--- config.mk ---
export PLATFORM = sky130hd
export DESIGN_NAME = tmds_align
export DESIGN_NICKNAME = d
export VERILOG_FILES = /design/src/rtl/tmds_pkg.sv /design/src/rtl/tmds_barrel10.sv /design/src/rtl/tmds_align.sv
export SDC_FILE = /design/constraint.sdc
export NUM_CORES = 1
export LEC_CHECK = 0
export BUFFER_PORTS_ARGS = -buffer_cell sky130_fd_sc_hd__buf_2
export CAP_MARGIN = 20
export CORE_ASPECT_RATIO = 0.9
export CORE_MARGIN = 2
export CORE_UTILIZATION = 62
export CTS_CLUSTER_DIAMETER = 120
export DETAILED_ROUTE_END_ITERATION = 16
export PLACE_DENSITY_LB_ADDON = 0.2
export SYNTH_ARGS = -nofsm -noshare
export SYNTH_HDL_FRONTEND = slang
export SYNTH_SLANG_ARGS = --single-unit
--- constraint.sdc ---
create_clock -name clk_i -period 4.05 [get_ports clk_i]
set_input_delay 0.2025 -clock clk_i [delete_from_list [all_inputs] [get_ports clk_i]]
set_output_delay 0.2025 -clock clk_i [all_outputs]
set_load 0.02 [all_outputs]
--- src/rtl/tmds_pkg.sv ---
// rtl/tmds_pkg.sv - TMDS token constants and aligner state encoding
package tmds_pkg;

  localparam logic [9:0] CTRL_00 = 10'h354;
  localparam logic [9:0] CTRL_01 = 10'h0AB;
  localparam logic [9:0] CTRL_10 = 10'h154;
  localparam logic [9:0] CTRL_11 = 10'h2AB;

  // TERC4 code words indexed by the 4-bit data-island nibble
  localparam logic [9:0] TERC4 [16] = '{
    10'h29C, 10'h263, 10'h2E4, 10'h2E2, 10'h171, 10'h11E, 10'h18E, 10'h13C,
    10'h2CC, 10'h139, 10'h19C, 10'h2C6, 10'h28E, 10'h271, 10'h163, 10'h2C3
  };

  typedef enum logic [1:0] {
    SEARCH = 2'd0,
    SETTLE = 2'd1,
    LOCKED = 2'd2
  } align_state_e;

  function automatic logic is_ctrl_token(input logic [9:0] w);
    return (w == CTRL_00) || (w == CTRL_01) || (w == CTRL_10) || (w == CTRL_11);
  endfunction

endpackage

--- src/rtl/tmds_barrel10.sv ---
// rtl/tmds_barrel10.sv - combinational 20-to-10 rotator selecting window[offset+9:offset]
module tmds_barrel10 (
  input  logic [19:0] window_i,
  input  logic [3:0]  offset_i,
  output logic [9:0]  word_o
);

  // Offsets 10..15 never occur; they fall back to offset 0.
  always_comb begin
    word_o = window_i[9:0];
    for (int k = 1; k < 10; k++) begin
      if (offset_i == 4'(k)) word_o = window_i[k +: 10];
    end
  end

endmodule

--- src/rtl/tmds_align.sv ---
// rtl/tmds_align.sv - TMDS symbol-boundary aligner: rotates raw words until control tokens line up
module tmds_align
  import tmds_pkg::*;
#(
  parameter int CTRL_RUN       = 8,
  parameter int SEARCH_TIMEOUT = 4096,
  parameter int LOSS_TIMEOUT   = 16384
) (
  input  logic       clk_i,
  input  logic       rst_ni,
  input  logic [9:0] in_i,
  input  logic       slip_req_i,
  output logic [9:0] out_o,
  output logic       locked_o,
  output logic [3:0] offset_o,
  output logic       slip_o
);

  localparam int RUN_W    = $clog2(CTRL_RUN + 1);
  localparam int IDLE_MAX = (SEARCH_TIMEOUT > LOSS_TIMEOUT) ? SEARCH_TIMEOUT : LOSS_TIMEOUT;
  localparam int IDLE_W   = $clog2(IDLE_MAX + 1);

  localparam logic [RUN_W-1:0]  RUN_LAST    = RUN_W'(CTRL_RUN - 1);
  localparam logic [RUN_W-1:0]  RUN_MAX     = RUN_W'(CTRL_RUN);
  localparam logic [IDLE_W-1:0] SEARCH_LAST = IDLE_W'(SEARCH_TIMEOUT - 1);
  localparam logic [IDLE_W-1:0] LOSS_LAST   = IDLE_W'(LOSS_TIMEOUT - 1);

  logic [9:0]        prev_q, out_q, out_d;
  logic [3:0]        offset_q, offset_d;
  logic              locked_q, slip_q;
  align_state_e      state_q;
  logic [RUN_W-1:0]  run_cnt_q;
  logic [IDLE_W-1:0] idle_cnt_q;
  logic              is_ctrl, do_slip;

  tmds_barrel10 u_barrel (
    .window_i ({in_i, prev_q}),
    .offset_i (offset_q),
    .word_o   (out_d)
  );

  assign is_ctrl  = is_ctrl_token(out_q);
  assign offset_d = (offset_q == 4'd9) ? 4'd0 : offset_q + 4'd1;
  assign do_slip  = slip_req_i ||
                    ((state_q == SEARCH) && !is_ctrl && (idle_cnt_q == SEARCH_LAST));

  always_ff @(posedge clk_i or negedge rst_ni) begin
    if (!rst_ni) begin
      prev_q     <= '0;
      out_q      <= '0;
      offset_q   <= '0;
      locked_q   <= 1'b0;
      slip_q     <= 1'b0;
      state_q    <= SEARCH;
      run_cnt_q  <= '0;
      idle_cnt_q <= '0;
    end else begin
      prev_q <= in_i;
      out_q  <= out_d;
      slip_q <= 1'b0;
      if (do_slip) begin
        // SETTLE covers the one word still rotated by the old offset.
        offset_q   <= offset_d;
        slip_q     <= 1'b1;
        locked_q   <= 1'b0;
        run_cnt_q  <= '0;
        idle_cnt_q <= '0;
        state_q    <= SETTLE;
      end else begin
        unique case (state_q)
          SEARCH: begin
            if (is_ctrl) begin
              idle_cnt_q <= '0;
              if (run_cnt_q == RUN_LAST) begin
                state_q   <= LOCKED;
                locked_q  <= 1'b1;
                run_cnt_q <= '0;
              end else if (run_cnt_q != RUN_MAX) begin
                run_cnt_q <= run_cnt_q + 1'b1;
              end
            end else begin
              run_cnt_q  <= '0;
              idle_cnt_q <= idle_cnt_q + 1'b1;
            end
          end
          SETTLE: state_q <= SEARCH;
          LOCKED: begin
            if (is_ctrl) begin
              idle_cnt_q <= '0;
            end else if (idle_cnt_q == LOSS_LAST) begin
              // Keep the offset: the same boundary is retried first.
              state_q    <= SEARCH;
              locked_q   <= 1'b0;
              run_cnt_q  <= '0;
              idle_cnt_q <= '0;
            end else begin
              idle_cnt_q <= idle_cnt_q + 1'b1;
            end
          end
          default: state_q <= SEARCH;
        endcase
      end
    end
  end

  assign out_o    = out_q;
  assign locked_o = locked_q;
  assign offset_o = offset_q;
  assign slip_o   = slip_q;

endmodule

======== After elaboration in Yosys (flattened, before gate mapping) ========
Index checks and enable logic that the tools add are counted.
word-level totals
  register bits ........................... 47
  output and inout port bits .............. 16
operators by class
  $add $sub $neg .......................... 3
  eq/ne operators ......................... 23
  muxes and demuxes ....................... 35
  reductions and logical operators ........ 12
operators by type and width
  cell                                                                     count
  10-bit 2-to-1 mux                                                        9
  15-bit 2-to-1 mux                                                        4
  15-bit case mux with 2 select lines                                      1
  4-bit 2-to-1 mux                                                         7
  10-bit == test, second input constant                                    2
  4-bit by 3-bit == test with 1-bit output, second input constant          5
  15-bit by 1-bit adder with 15-bit output, second input constant          1
  15-bit by 12-bit == test with 1-bit output, second input constant        1
  15-bit by 14-bit == test with 1-bit output, second input constant        1
  10-bit by 8-bit == test with 1-bit output, second input constant         1
  10-bit by 9-bit == test with 1-bit output, second input constant         1
  2-bit 2-to-1 mux                                                         5
  3-bit inequality test, second input constant                             3
  4-bit by 1-bit adder with 4-bit output, second input constant            2
  4-bit by 2-bit == test with 1-bit output, second input constant          2
  4-bit == test, second input constant                                     2
  4-bit case mux with 2 select lines                                       1
  4-bit AND reduction                                                      2
  1-bit 2-to-1 mux                                                         6
  5-bit by 3-bit inequality test with 1-bit output, second input constant  1
  5-bit AND reduction                                                      1
  4-bit by 1-bit == test with 1-bit output, second input constant          1
  1-bit logical OR                                                         4
  4-bit inequality test, second input constant                             1
  other kinds (8)                                                          9

======== Logic depth before layout (Yosys ltp) ========
Gate-level depths: netlist (run 1).
  depth after elaboration ................. 10
  mapped depth ............................ 9
  depth with buffers taken out ............ 7

======== Hierarchy ========
A second synthesis (run 1) with hierarchy kept.
second synthesis, totals
  cell total of the unflattened synthesis .. 414
  area, all modules ....................... 3433.3 um2
modules (own cells, without submodules)
  module         instances  cells each  area each (um2)  sequential area each (um2)
  tmds_align     1          194         2087.0           1176.1
  tmds_barrel10  1          220         1346.3           0.0

======== Least setup slack after synthesis (run 1) ========
OpenSTA, ideal clock, no wires.
  path type ............................... register -> register
  start point ............................. register out_q[3] (netlist: out_o[3])
  end point ............................... register offset_q[1] (netlist: offset_o[1])
  arrival ................................. 2104 ps
  data required time ...................... 3925 ps
  setup slack ............................. 1821 ps
  stages on the path, launching flop included .. 8
  buffers on the path ..................... 1
  clock period less this slack ............ 2229 ps
  path through ............................ dfrtp_1 -> or3b_1 -> or4_1 -> nor2b_4 -> a41o_1 -> buf_6 -> nand2_1 -> mux2_2
between the ends
  cells in the longest elaborated chain, start to end .. 8
RTL lines
  element                                                                      RTL line          text
  from (decl)                                                                  tmds_align.sv:28  logic [9:0] prev_q, out_q, out_d;
  from (signal assigned)                                                       tmds_align.sv:59  out_q <= out_d;
  10-bit == test or 10-bit by 8-bit == test with 1-bit output (tied branches)  tmds_pkg.sv:22    return (w == CTRL_00) || (w == CTRL_01) || (w == CTRL_10) || (w == CTRL_11);
  1-bit logical OR (2 in a row)                                                tmds_pkg.sv:22
  1-bit logical OR (*)                                                         tmds_pkg.sv:22
  1-bit logical NOT (*)                                                        tmds_align.sv:45  ((state_q == SEARCH) && !is_ctrl && (idle_cnt_q == SEARCH_LAST));
  1-bit logical AND (*) (2 in a row)                                           tmds_align.sv:45
  1-bit logical OR (*)                                                         tmds_align.sv:44  assign do_slip = slip_req_i ||
  named net do_slip                                                            tmds_align.sv:34  logic is_ctrl, do_slip;
  to (signal assigned)                                                         tmds_align.sv:63  offset_q <= offset_d;
  to (decl)                                                                    tmds_align.sv:29  logic [3:0] offset_q, offset_d;
Mark *: on every way through the listed nets, which the timed path passes. The rest lies on a longest branch.
A chain may end at the register's enable or synchronous reset.

======== Worst setup path after layout (run 1) ========
  start point ............................. register idle_cnt_q[0]
  end point ............................... register idle_cnt_q[8]
between the ends
  cells in the longest elaborated chain, start to end .. 5
RTL lines
  element                                                                                                 RTL line                                              text
  from (decl)                                                                                             tmds_align.sv:33                                      logic [IDLE_W-1:0] idle_cnt_q;
  from (signal assigned)                                                                                  tmds_align.sv:83                                      idle_cnt_q <= idle_cnt_q + 1'b1;
  from (signal assigned)                                                                                  tmds_align.sv:97                                      idle_cnt_q <= idle_cnt_q + 1'b1;
  15-bit by 1-bit adder with 15-bit output or 15-bit by 14-bit == test with 1-bit output (tied branches)  tmds_align.sv:83, tmds_align.sv:97, tmds_align.sv:90
  15-bit 2-to-1 mux                                                                                       tmds_align.sv:90                                      end else if (idle_cnt_q == LOSS_LAST) begin
  15-bit 2-to-1 mux                                                                                       tmds_align.sv:88                                      if (is_ctrl) begin
  15-bit case mux with 2 select lines                                                                     tmds_align.sv:70                                      unique case (state_q)
  15-bit 2-to-1 mux                                                                                       tmds_align.sv:61                                      if (do_slip) begin
Parallel ways exist; a longest one is shown, timed or not.

==> results of run 1 <==
==> repair_timing <==
item,4_1_cts,5_1_grt
setup buffers,0,0
hold endpoints to repair,1,5
hold buffers,1,1
==> path summary, 6_finish.rpt <==
check	start	depth (start not counted)	slack, ps	endpoint
min	in_i[8]	1	20	prev_q[8]
min in group asynchronous	rst_ni	2	250	offset_o[1]
max reg2reg	idle_cnt_q[0]	7	1490	idle_cnt_q[8]
max in group asynchronous	rst_ni	3	3330	prev_q[2]
max	idle_cnt_q[0]	7	1490	idle_cnt_q[8]
min reg2reg	locked_o	1	530	locked_o
==> final cells by class <==
type | count | area, sq um | area share [%]
inverter | 12 | 45.0 | 1.32
tap | 65 | 81.3 | 2.39
multi-input combinational | 293 | 1800 | 52.8
clock buffer | 5 | 68.8 | 2.02
timing repair buffer | 33 | 195 | 5.73
clock inverter | 3 | 43.8 | 1.28
sequential | 47 | 1180 | 34.5
==> power breakdown <==
group / internal [mW] / total (mW) / switching (mW)
Sequential: 0.556 / 0.696 / 0.140
Combinational: 0.445 / 1.16 / 0.718
Clock: 0.184 / 0.356 / 0.172
Total: 1.19 / 2.22 / 1.03
==> kinds of logic (layout without fill, tap and decap cells) <==
logic type      after synthesis  in the layout  share of synthesized area (%)
simple gates                139            139                           22.9
compound gates              131            131                           26.9
flops                        47             47                           37.3
buf+inv                      42             53                           5.56
xor+xnor                     12             12                           3.34
mux                           8              8                           2.74
fa+ha+maj                     3              3                           1.19
==> layout by cell type (no fill, tap or decap), drive strengths merged, types with 3 or more instances in the layout <==
| master | Yosys | layout |
|---|---|---|
| buf | 5 | 31 |
| nand2 | 37 | 37 |
| mux2 | 5 | 5 |
| mux2i | 3 | 3 |
| nor2 | 37 | 37 |
| clkinv | 1 | 3 |
| inv | 11 | 11 |
| nand4 | 4 | 4 |
| clkbuf | 25 | 5 |
| o21ai | 25 | 25 |
| nand2b | 9 | 9 |
| nand3b | 5 | 5 |
| xor2 | 8 | 8 |
| nand4b | 3 | 3 |
| a211oi | 4 | 4 |
| nor3 | 11 | 11 |
| a31oi | 4 | 4 |
| ha | 3 | 3 |
| a21o | 5 | 5 |
| nor2b | 5 | 5 |
| a2bb2oi | 4 | 4 |
| o22ai | 24 | 24 |
| a21oi | 35 | 35 |
| nand3 | 12 | 12 |
| dfrtp | 47 | 47 |
| xnor2 | 4 | 4 |
| or3 | 3 | 3 |
==> stage by stage <==
stage | util (%) | instances
finish | 70.1 | 458
detailed placement | 66.9 | 447
global placement | 66.9 | 447
CTS | 69.4 | 456
global route | 70.1 | 458
floorplan | - | 382
==> state kept, by name, indices dropped and copies added (netlist names) <==
| name | count |
|---|---|
| locked_o | 1 |
| idle_cnt_q | 15 |
| offset_o | 4 |
| slip_o | 1 |
| state_q | 2 |
| run_cnt_q | 4 |
| prev_q | 10 |
| out_o | 10 |
==> metal layers <==
| metal | up-vias | part of all wire [%] | wire [um] | global-route usage [%] |
|---|---|---|---|---|
| met3 | 18 | 10 | 852 | 6.17 |
| met5 | - | 0 | 0 | 0 |
| li1 | 1416 | - | - | - |
| met1 | 1444 | 44 | 3600 | 49.1 |
| met4 | 0 | 1.9 | 155 | 8.62 |
| met2 | 166 | 43 | 3510 | 44.3 |
==> results.cfg, run 1 <==
[outcome]
outcome = finished, final reports clean

[detailed_routing]
drt-total-wl_um = 8130
routedWlPerCell_um = 17.7
final_antenna_net_count = 0
first_iter_violations = 418
vias = 3044
drc = 0
first_pass_iters = 6
avgViaCountPerCell = 6.65

[timing]
tightest_slew_ps = 897
setup-tns-final_ps = 0
setup_viol = 0
worst_slack_ps = 1490
relSlewSlack_pct = 39.7
rsz0062_at_grt = no
fmaxAchievable_mhz = 391
maxSlewViolCount = 0
hold_viol_final = 0
fin_skew_ps = 6.04
final.min_clock_period_ps = 2560
finalCritPeriodShare_pct = 63.2
hold_slack_ps = 19.5

[floorplan]
die_h_um = 71.6
start_util_pct = 64.7
ios = 29
core-area_sq_um = 4860
rows = 24
fp.dieArea_sq_um = 5670
die_width_um = 79.1

[synthesis]
synthFlopType = dfrtp_1
async_flop_share_pct = 100
syn_nets = 398
synth_seq_area_share_pct = 37.3
yosysTopAreaCell = dfrtp_1
synth_area_leaders = dfrtp_1 37%, a21oi_1 5.6%, o22ai_1 4.8%
yosysMostFrequentCell = dfrtp_1
synth_seq_cells = 47
ys_warn_count = 0
synth_area_sq_um = 3150
synth_common_cells = 47 x dfrtp_1, 37 x nand2_1, 35 x a21oi_1
synth_edf_count = 0
syn_area_per_cell_sq_um = 8.24
synth_top_area_share_pct = 37.3
ys_types = 62
netlist_instances = 382

[final_layout]
fill_cells = 414
fin_nets = 408
drive_gt1_share_pct = 15.3
antenna_cells = 0
final_cell_area_sq_um = 3410
syn_to_final_growth_pct = 8.22

[pwr]
p_leak_nw = 1.41
power_per_cell_area_nw_per_um2 = 650
ir_worst_vdd_v = 0.000471
power_mw = 2.22

[placed_design]
pre_cts_slack_ps = 1520
gp_congestion = 0.966
portBuffers = 28
placed_area_sq_um = 3260
dp_hpwl_um = 5600

[clock_tree]
cts_tree = done
cts.sinks = 47
root_buffer = clkbuf_8
worst_skew_pair.late_latency_ps = 300
htreeDepth = 2
clk_pin_slew_ps = 90
clk_path_buf_depth = 2
post_cts_resized = 0
numCtsBuffers = 5

[global_routing]
grt_pass1_wl_um = 14000
grt_pass1_vias = 2739
track_usage_pct = 31.3
grt_antenna_before_repair = 0
grt_max_degree = 65
overflow = 0

[setup_path]
endpoint_kind = flop
crit_family = simple AND/OR/NAND/NOR gates
critical_path_class = reg2reg
worstPathArrival_ps = 2730
required_ps = 4220
path_cells = ha_1, nand2_1, nor4_1, and2b_2, a41o_1, o21bai_4, o21ai_0
startpoint_type = flop
crit_buf_inv = 0
worst_path_max_delay_cell = nor4_1
worstPathMaxFanout = 12
critical_path.max_stage_delay_ps = 530

[flow_run]
drv_cap = 0

[min_path]
min_path_type = in2reg
Power figures use the tool's default switching activity.
==> inputs of run 2 (changes only) <==
Settings changed: CORE_UTILIZATION 62 to 54.
Clock period 4.05 ns to 2.3 ns, I/O delays scaled along.
==> results.cfg, run 2 (synthesis results as in run 1) <==
[floorplan]
fp.dieArea_sq_um = 6460
start_util_pct = 55.6
die_width_um = 84.5
die_h_um = 76.5
rows = 26
core-area_sq_um = 5660
ios = 29

[timing]
hold_viol_final = 0
setup-tns-final_ps = 0
tightest_slew_ps = 547
fin_skew_ps = 6.71
rsz0062_at_grt = no
final.min_clock_period_ps = 2200
fmaxAchievable_mhz = 455
finalCritPeriodShare_pct = 95.6
maxSlewViolCount = 0
relSlewSlack_pct = 63.5
setup_viol = 0

[setup_path]
worstPathMaxFanout = 8
critical_path_class = reg2reg
worstPathArrival_ps = 2440
endpoint_kind = flop
startpoint_type = flop
required_ps = 2540

[final_layout]
mostFrequentLayoutCells = 46 x dfrtp_1, 37 x nand2_1, 35 x a21oi_1
syn_to_final_growth_pct = 16.1
top_register = idle_cnt_q
fin_nets = 437
antenna_cells = 0
drive_gt1_share_pct = 19.9
largest_register_ffs = 15
instances_no_fill = 492
layout_commonest_cell = dfrtp_1

[global_routing]
grt_pass1_wl_um = 14000
grt_pass1_vias = 2777
track_usage_pct = 26.6
grt_antenna_before_repair = 0
grt_max_degree = 31
overflow = 0

[clock_tree]
clk_pin_slew_ps = 90
clk_path_buf_depth = 2
cts.sinks = 47
numCtsBuffers = 5
htreeDepth = 2
worst_skew_pair.late_latency_ps = 310
cts_tree = done
root_buffer = clkbuf_8

[detailed_routing]
final_antenna_net_count = 0
first_iter_violations = 258
avgViaCountPerCell = 6.31
vias = 3106
first_pass_iters = 5
drc = 0
drt-total-wl_um = 8460
routedWlPerCell_um = 17.2

[placed_design]
portBuffers = 28
gp_congestion = 0.948
dp_hpwl_um = 6030
place_inst = 469

[outcome]
outcome = finished, final reports clean

[min_path]
min_path_type = in2reg

[pwr]
power_per_cell_area_nw_per_um2 = 1120
ir_worst_vdd_v = 0.000999
p_leak_nw = 1.55

[flow_run]
drv_cap = 0
==> run 2: worst paths after layout <==
check / to / cells past startpoint / start / slack (ps)
worst max-delay path: idle_cnt_q[4] / 7 / out_o[3] / 100
worst max register to register: idle_cnt_q[4] / 7 / out_o[3] / 100
max in group asynchronous: idle_cnt_q[4] / 3 / rst_ni / 1400
worst min register to register: locked_o / 1 / locked_o / 520
min in group asynchronous: slip_o / 2 / rst_ni / 270
worst min-delay path: prev_q[3] / 1 / in_i[3] / 20
==> run 2: layout make-up <==
class	count	area, sq um
Fill cell	489	2000
Multi-Input combinational cell	293	1800
Sequential cell	47	1180
Timing Repair Buffer	62	430
Tap cell	70	87.6
Clock buffer	5	68.8
Inverter	12	45.0
Clock inverter	3	43.8
==> run 2: timing repair <==
item / 4_1_cts / 5_1_grt
endpoints found under the hold margin: 24 / 0
resized for setup: 0 / 1
setup endpoints to repair: 0 / 2
hold buffers: 9 / 0
setup buffers: 0 / 6
==> run 2: critical path, cell delays in order (launching register included) <==
cell      delay [ps]
dfrtp_1          400
or3b_1           360
or4_1            440
nor2b_4          170
a41o_1           250
o21bai_4         220
buf_4            180
nor2_2           100
==> run 2: layer usage <==
metal | vias up | GRT usage, % | routed length [um]
li1 | 1476 | - | -
met1 | 1468 | 41.8 | 3980
met4 | 0 | 6.98 | 104
met3 | 13 | 5.42 | 679
met2 | 149 | 36.9 | 3700
met5 | - | 0 | 0
==> run 2: power by group <==
part	total, mW	switching [mW]	internal [mW]
combinational	2.24	1.31	0.930
sequential	1.22	0.238	0.982
clock	0.622	0.298	0.324
==> run 2: through the flow <==
| stage | utilization [%] | hold WS [ps] | area (sq um) | power (mW) | setup slack, ps |
|---|---|---|---|---|---|
| floorplan | - | -181 | 3150 | 2.74 | 71.1 |
| global placement | 60.1 | 81.1 | 3400 | 3.38 | 206 |
| detailed placement | 60.1 | 72.9 | 3400 | 3.41 | 99.8 |
| CTS | 63.7 | 14.5 | 3610 | 4.05 | 83.0 |
| global route | 64.6 | 17.5 | 3660 | 4.35 | 0.456 |
| finish | 64.6 | 24.8 | 3660 | 4.08 | 102 |
